**src/rtl/hazard_pkg.sv**
```systemverilog
// Shared types and constants for the pipeline hazard controller.
// Holds the FSM state encoding and the load-use hazard test used by hazard_controller.
package hazard_pkg;

    localparam int REG_W = 5;
    localparam logic [REG_W-1:0] REG_ZERO = 5'd0;
    localparam int STAT_W = 16;

    typedef enum logic [1:0] {
        RUN      = 2'b00,
        LD_STALL = 2'b01,
        MEM_WAIT = 2'b10
    } hz_state_e;

    // A load writing $zero never creates a real dependency.
    function automatic logic load_use_hazard(
        input logic             mem_read,
        input logic [REG_W-1:0] ex_rt,
        input logic [REG_W-1:0] id_rs,
        input logic [REG_W-1:0] id_rt
    );
        return mem_read && (ex_rt != REG_ZERO) && ((ex_rt == id_rs) || (ex_rt == id_rt));
    endfunction

endpackage

```
**src/rtl/hazard_stats.sv**
```systemverilog
// Saturating stall/flush event counters for the hazard controller.
// Only instantiated when HAZARD_STATS_EN is defined.
module hazard_stats
    import hazard_pkg::*;
(
    input  logic              clk,
    input  logic              rst,
    input  logic              stall_evt,
    input  logic              flush_evt,
    output logic [STAT_W-1:0] stall_cycles,
    output logic [STAT_W-1:0] flush_count
);

    function automatic logic [STAT_W-1:0] sat_inc(input logic [STAT_W-1:0] v);
        return (v == {STAT_W{1'b1}}) ? v : v + 1'b1;
    endfunction

    always_ff @(posedge clk) begin
        if (rst) begin
            stall_cycles <= '0;
            flush_count  <= '0;
        end else begin
            if (stall_evt) stall_cycles <= sat_inc(stall_cycles);
            if (flush_evt) flush_count  <= sat_inc(flush_count);
        end
    end

endmodule

```
**src/rtl/hazard_controller.sv**
```systemverilog
// Pipeline hazard FSM: load-use stall, data-memory wait freeze and branch flush control.
// Optional counters (stall_cycles, flush_count) are enabled by defining HAZARD_STATS_EN.
module hazard_controller
    import hazard_pkg::*;
(
    input  logic             clk,
    input  logic             rst,
    input  logic [REG_W-1:0] if_id_rs,
    input  logic [REG_W-1:0] if_id_rt,
    input  logic             id_ex_memRead,
    input  logic [REG_W-1:0] id_ex_rt,
    input  logic             branch_taken,
    input  logic             dmem_req,
    input  logic             dmem_ready,
    output logic             pc_write,
    output logic             if_id_write,
    output logic             pipe_write,
    output logic             id_ex_bubble,
    output logic             if_id_flush,
    output logic [1:0]       state
`ifdef HAZARD_STATS_EN
    ,
    output logic [STAT_W-1:0] stall_cycles,
    output logic [STAT_W-1:0] flush_count
`endif
);

    hz_state_e state_q, state_d;
    logic      mem_wait;
    logic      load_use;

    assign mem_wait = dmem_req && !dmem_ready;
    assign load_use = load_use_hazard(id_ex_memRead, id_ex_rt, if_id_rs, if_id_rt);

    always_ff @(posedge clk) begin
        if (rst) state_q <= RUN;
        else     state_q <= state_d;
    end

    // Branch flush only fires on a cycle where ID actually advances.
    always_comb begin
        state_d      = state_q;
        pc_write     = 1'b1;
        if_id_write  = 1'b1;
        pipe_write   = 1'b1;
        id_ex_bubble = 1'b0;
        if_id_flush  = 1'b0;
        if (!rst) begin
            case (state_q)
                RUN: begin
                    if (mem_wait) begin
                        pc_write    = 1'b0;
                        if_id_write = 1'b0;
                        pipe_write  = 1'b0;
                        state_d     = MEM_WAIT;
                    end else if (load_use) begin
                        pc_write     = 1'b0;
                        if_id_write  = 1'b0;
                        id_ex_bubble = 1'b1;
                        state_d      = LD_STALL;
                    end else begin
                        if_id_flush = branch_taken;
                    end
                end
                LD_STALL: begin
                    if_id_flush = branch_taken;
                    state_d     = RUN;
                end
                MEM_WAIT: begin
                    if (!dmem_ready) begin
                        pc_write    = 1'b0;
                        if_id_write = 1'b0;
                        pipe_write  = 1'b0;
                    end else begin
                        if_id_flush = branch_taken;
                        state_d     = RUN;
                    end
                end
                default: state_d = RUN;
            endcase
        end
    end

    assign state = rst ? RUN : state_q;

`ifdef HAZARD_STATS_EN
    hazard_stats u_stats (
        .clk          (clk),
        .rst          (rst),
        .stall_evt    (!pc_write),
        .flush_evt    (if_id_flush),
        .stall_cycles (stall_cycles),
        .flush_count  (flush_count)
    );
`endif

endmodule

```
**config.mk**
```make
export PLATFORM = sky130hd
export DESIGN_NAME = hazard_controller
export DESIGN_NICKNAME = d
export VERILOG_FILES = /design/src/rtl/hazard_pkg.sv /design/src/rtl/hazard_stats.sv /design/src/rtl/hazard_controller.sv
export SDC_FILE = /design/constraint.sdc
export NUM_CORES = 1
export LEC_CHECK = 0
export CAP_MARGIN = 15
export CORE_AREA = 2 2 39 41
export CTS_BUF_LIST = sky130_fd_sc_hd__clkbuf_8
export DETAILED_ROUTE_END_ITERATION = 10
export DIE_AREA = 0 0 41 43
export GPL_ROUTABILITY_DRIVEN = 0
export SLEW_MARGIN = 10
export SYNTH_ARGS = -nofsm -noshare
export SYNTH_HDL_FRONTEND = slang
export SYNTH_HIERARCHICAL = 1
export SYNTH_SLANG_ARGS = --single-unit
```
**constraint.sdc**
```tcl
create_clock -name clk -period 3 [get_ports clk]
set_input_delay 0.75 -clock clk [delete_from_list [all_inputs] [get_ports clk]]
set_output_delay 0.75 -clock clk [all_outputs]
set_load 0.02 [all_outputs]
```
==> impl_metrics.tcl <==
set metrics [dict create \
    h-tree-depth 1 \
    timing.setup.critical_path_class "input pin to output port" \
    hold_path.class "flip-flop to flip-flop" \
    max_layer_used "met4" \
    design.final.nets 94 \
    synth_top_area_cell "xor2_1" \
    run_status "finished, final reports clean" \
    p_leak_nw 0.2806 \
    fp.coreArea_mm2 0.001384 \
    worst_r2r_startpoint "state_q[1]" \
    detail_route.vias_per_cell 4.184 \
    wl_um 780 \
    timing.critical_path.from "if_id_rs[2]" \
    yosys.area.top_type_share_pct 31.96 \
    cts.reportedPaths.clkPinSlew_ps 30 \
    worst_skew_pair.late_latency_ps 220 \
    critPathLaunchType "input pin" \
    syn-instance-count 36 \
    cts.sink_count 2 \
    layout_setup_ws_ps 81.33 \
    finalInstanceArea_um2 639.4 \
    tritoncts "done" \
    post_route_cells_drive_above_1_share_pct 33.80 \
    slew-limit-headroom_pct 83.32 \
    synthesis.area_um2 274.0 \
    clk_path_buf_depth 2 \
    met2_layer_wire_length_in_the_routed_design_um 392 \
    tritoncts.num_buffers 3 \
    finalSetupViolCount 0 \
    power-per-cell-area_mw_per_mm2 320.5 \
    ioPinCount 28 \
    max_cap_viol_count 0 \
    wire_per_inst_um 8.966 \
    grt_start_max_net_pins 6 \
    routedLengthMet1_um 259 \
    yosys_register_bits 2 \
    drv_slew 0 \
    largest_register_ffs 2 \
    synthDistinctLibCells 16 \
    drt_iter0_drc 0 \
    maxClockFrequency_mhz 342.6 \
    wire_length_of_the_first_global_routing_pass_um 1304 \
    worst_hold_startpoint "state_q[0]" \
    postSynthAreaPerCell_um2 7.611 \
    power.share.clock_pct 53.2 \
    antenna_found_initial 0 \
    total_half_perimeter_wirelength_after_legalization_and_detailed_placement_um 666.9 \
    largest_registers "state_q (2)" \
    synth.top_cells.by_area "xor2_1 (32%), dfxtp_1 (15%), nor3_2 (7.3%), nor2b_1 (6.8%), a21oi_1 (5.5%)" \
    ctsHoldBuffers 0 \
    hold_violations 0 \
    route.vias.total 364 \
    std_cell_rows 14 \
    cts-root-buf "clkbuf_8" \
    synth.net_count 57 \
    worstPathRequired_ps 2250 \
    antenna_cells_inserted 0 \
    worst_ep_arrival_time_ps 2170 \
    portBuffers 27 \
    die-area_mm2 0.001763 \
    n_fill_cell 156 \
    p_sw_mw 0.05243 \
    die_h_um 43 \
    route.met3.wl_um 107 \
    worst-slew-pin-transition_ps 248.2 \
    worst_setup_path_end_kind "output port" \
    starting_density_pct 19.80 \
    grt_usage_pct 11.21 \
    clock-skew-final_ps 5.840 \
    syn2layout_area_growth_pct 133.3 \
    yosys_warnings 6 \
    power.share.sequential_pct 13.9 \
    sequential_cell_area_um2 40.04 \
    die-width_um 41 \
    grt_setup_unrepaired "false" \
    layout_worst_path_cycle_share_pct 97.29 \
    power.combinational.fraction_pct 32.9 \
    finalWorstPathRequiredPeriod_ps 2919 \
    detailed_place.area_um2 594.3 \
    drt.antenna.violating_nets 0 \
    multiInputGateArea_um2 236.5 \
    first_global_vias 342 \
    globalRoute.totalOverflow 0 \
    top_register "state_q" \
    drt_first_pass_iters 1 \
    switching_share_pct 25.59 \
    p_int_mw 0.1525 \
    ir_drop_v 0.0001920 \
    worst_path_fanout_max 3 \
    pre_cts_slack_ps -693.3 \
    synth_seq_area_share_pct 14.61 \
    drc_errors 0 \
]
## metrics by stage
| step | setup TNS, ps | hold slack (ps) | total power [mW] | cells | util, % |
|---|---|---|---|---|---|
| floorplan | 0 | 473.9 | 0.05519 | 36 | - |
| global placement | -2678 | 524.2 | 0.1000 | 83 | 42.95 |
| detailed placement | -2697 | 515.4 | 0.09982 | 83 | 42.95 |
| CTS | 0 | 506.2 | 0.2085 | 87 | 45.93 |
| global route | 0 | 528.9 | 0.2168 | 87 | 46.20 |
| finish | 0 | 504.5 | 0.2049 | 87 | 46.20 |
## final timing paths
path	to	slack, ps	cells past startpoint
worst min-delay path	state_q[1]	500	1
worst max-delay path	if_id_write	80	7
worst min register to register	state_q[1]	500	1
worst max register to register	state_q[0]	1860	4
## layout make-up
type,instances,share of cell area (%)
multi-input combinational,31,36.99
tap,16,3.131
clock buffer,3,6.458
inverter,2,1.174
timing repair buffer,33,45.99
sequential,2,6.262
## power by group through the flow
stage	Clock [mW]	Combinational [mW]	Sequential (mW)
2_1_floorplan	0	0.0266	0.0286
3_3_place_gp	0	0.0712	0.0288
3_5_place_dp	0	0.0710	0.0288
4_1_cts	0.113	0.0672	0.0285
5_1_grt	0.115	0.0738	0.0285
6_report	0.109	0.0675	0.0285
## metal layers
metal  GRT usage [%]  vias to the layer above
met5               0                        -
met4           6.000                        0
met3           6.806                        3
met2           17.19                       23
met1           11.15                      147
li1                -                      191
## layout by cell type (no fill, tap or decap)
master	instances
clkdlybuf4s50_1	7
o22ai_1	1
clkdlybuf4s15_1	5
buf_4	7
a21oi_1	2
buf_2	2
or4_1	1
a22oi_2	1
o21ai_1	1
or4_4	1
nand2b_1	2
dfxtp_1	2
buf_6	2
dlygate4sd2_1	7
inv_1	2
clkdlybuf4s15_2	2
nor3_2	2
nor2b_1	3
and2_4	1
a21oi_2	1
xor2_1	10
nor4_2	1
clkbuf_2	1
clkbuf_8	3
nor2_1	4
## cell families after synthesis
| group | Yosys count | share of synthesized area [%] |
|---|---|---|
| AOI/OAI and AO/OA | 6 | 12.33 |
| DFF | 2 | 14.61 |
| and+or+nand+nor | 15 | 35.62 |
| buffers and inverters | 3 | 5.481 |
| xor gates and xnor gates | 10 | 31.96 |
## synthesized netlist by cell type, drive strengths merged
master and count:
and2 1, or4 2, nor4 1, xor2 10
a21oi 3, inv 2, nor3 2, o21ai 1
nand2b 2, dfxtp 2, nor2 4, a22oi 1
nor2b 3, o22ai 1, buf 1
## critical path, stage by stage
cell and delay [ps]:
dlygate4sd2_1 240, xor2_1 140, nor3_2 170, a22oi_2 80, or4_4 500, and2_4 160, buf_6 120
## repair_timing
| action | in CTS | in global routing |
|---|---|---|
| resized for setup | 47 | 8 |
| setup buffers | 1 | 0 |
| pin swaps | 9 | 8 |
| endpoints found under the setup margin | 5 | 3 |
Power figures use the tool's default switching activity.
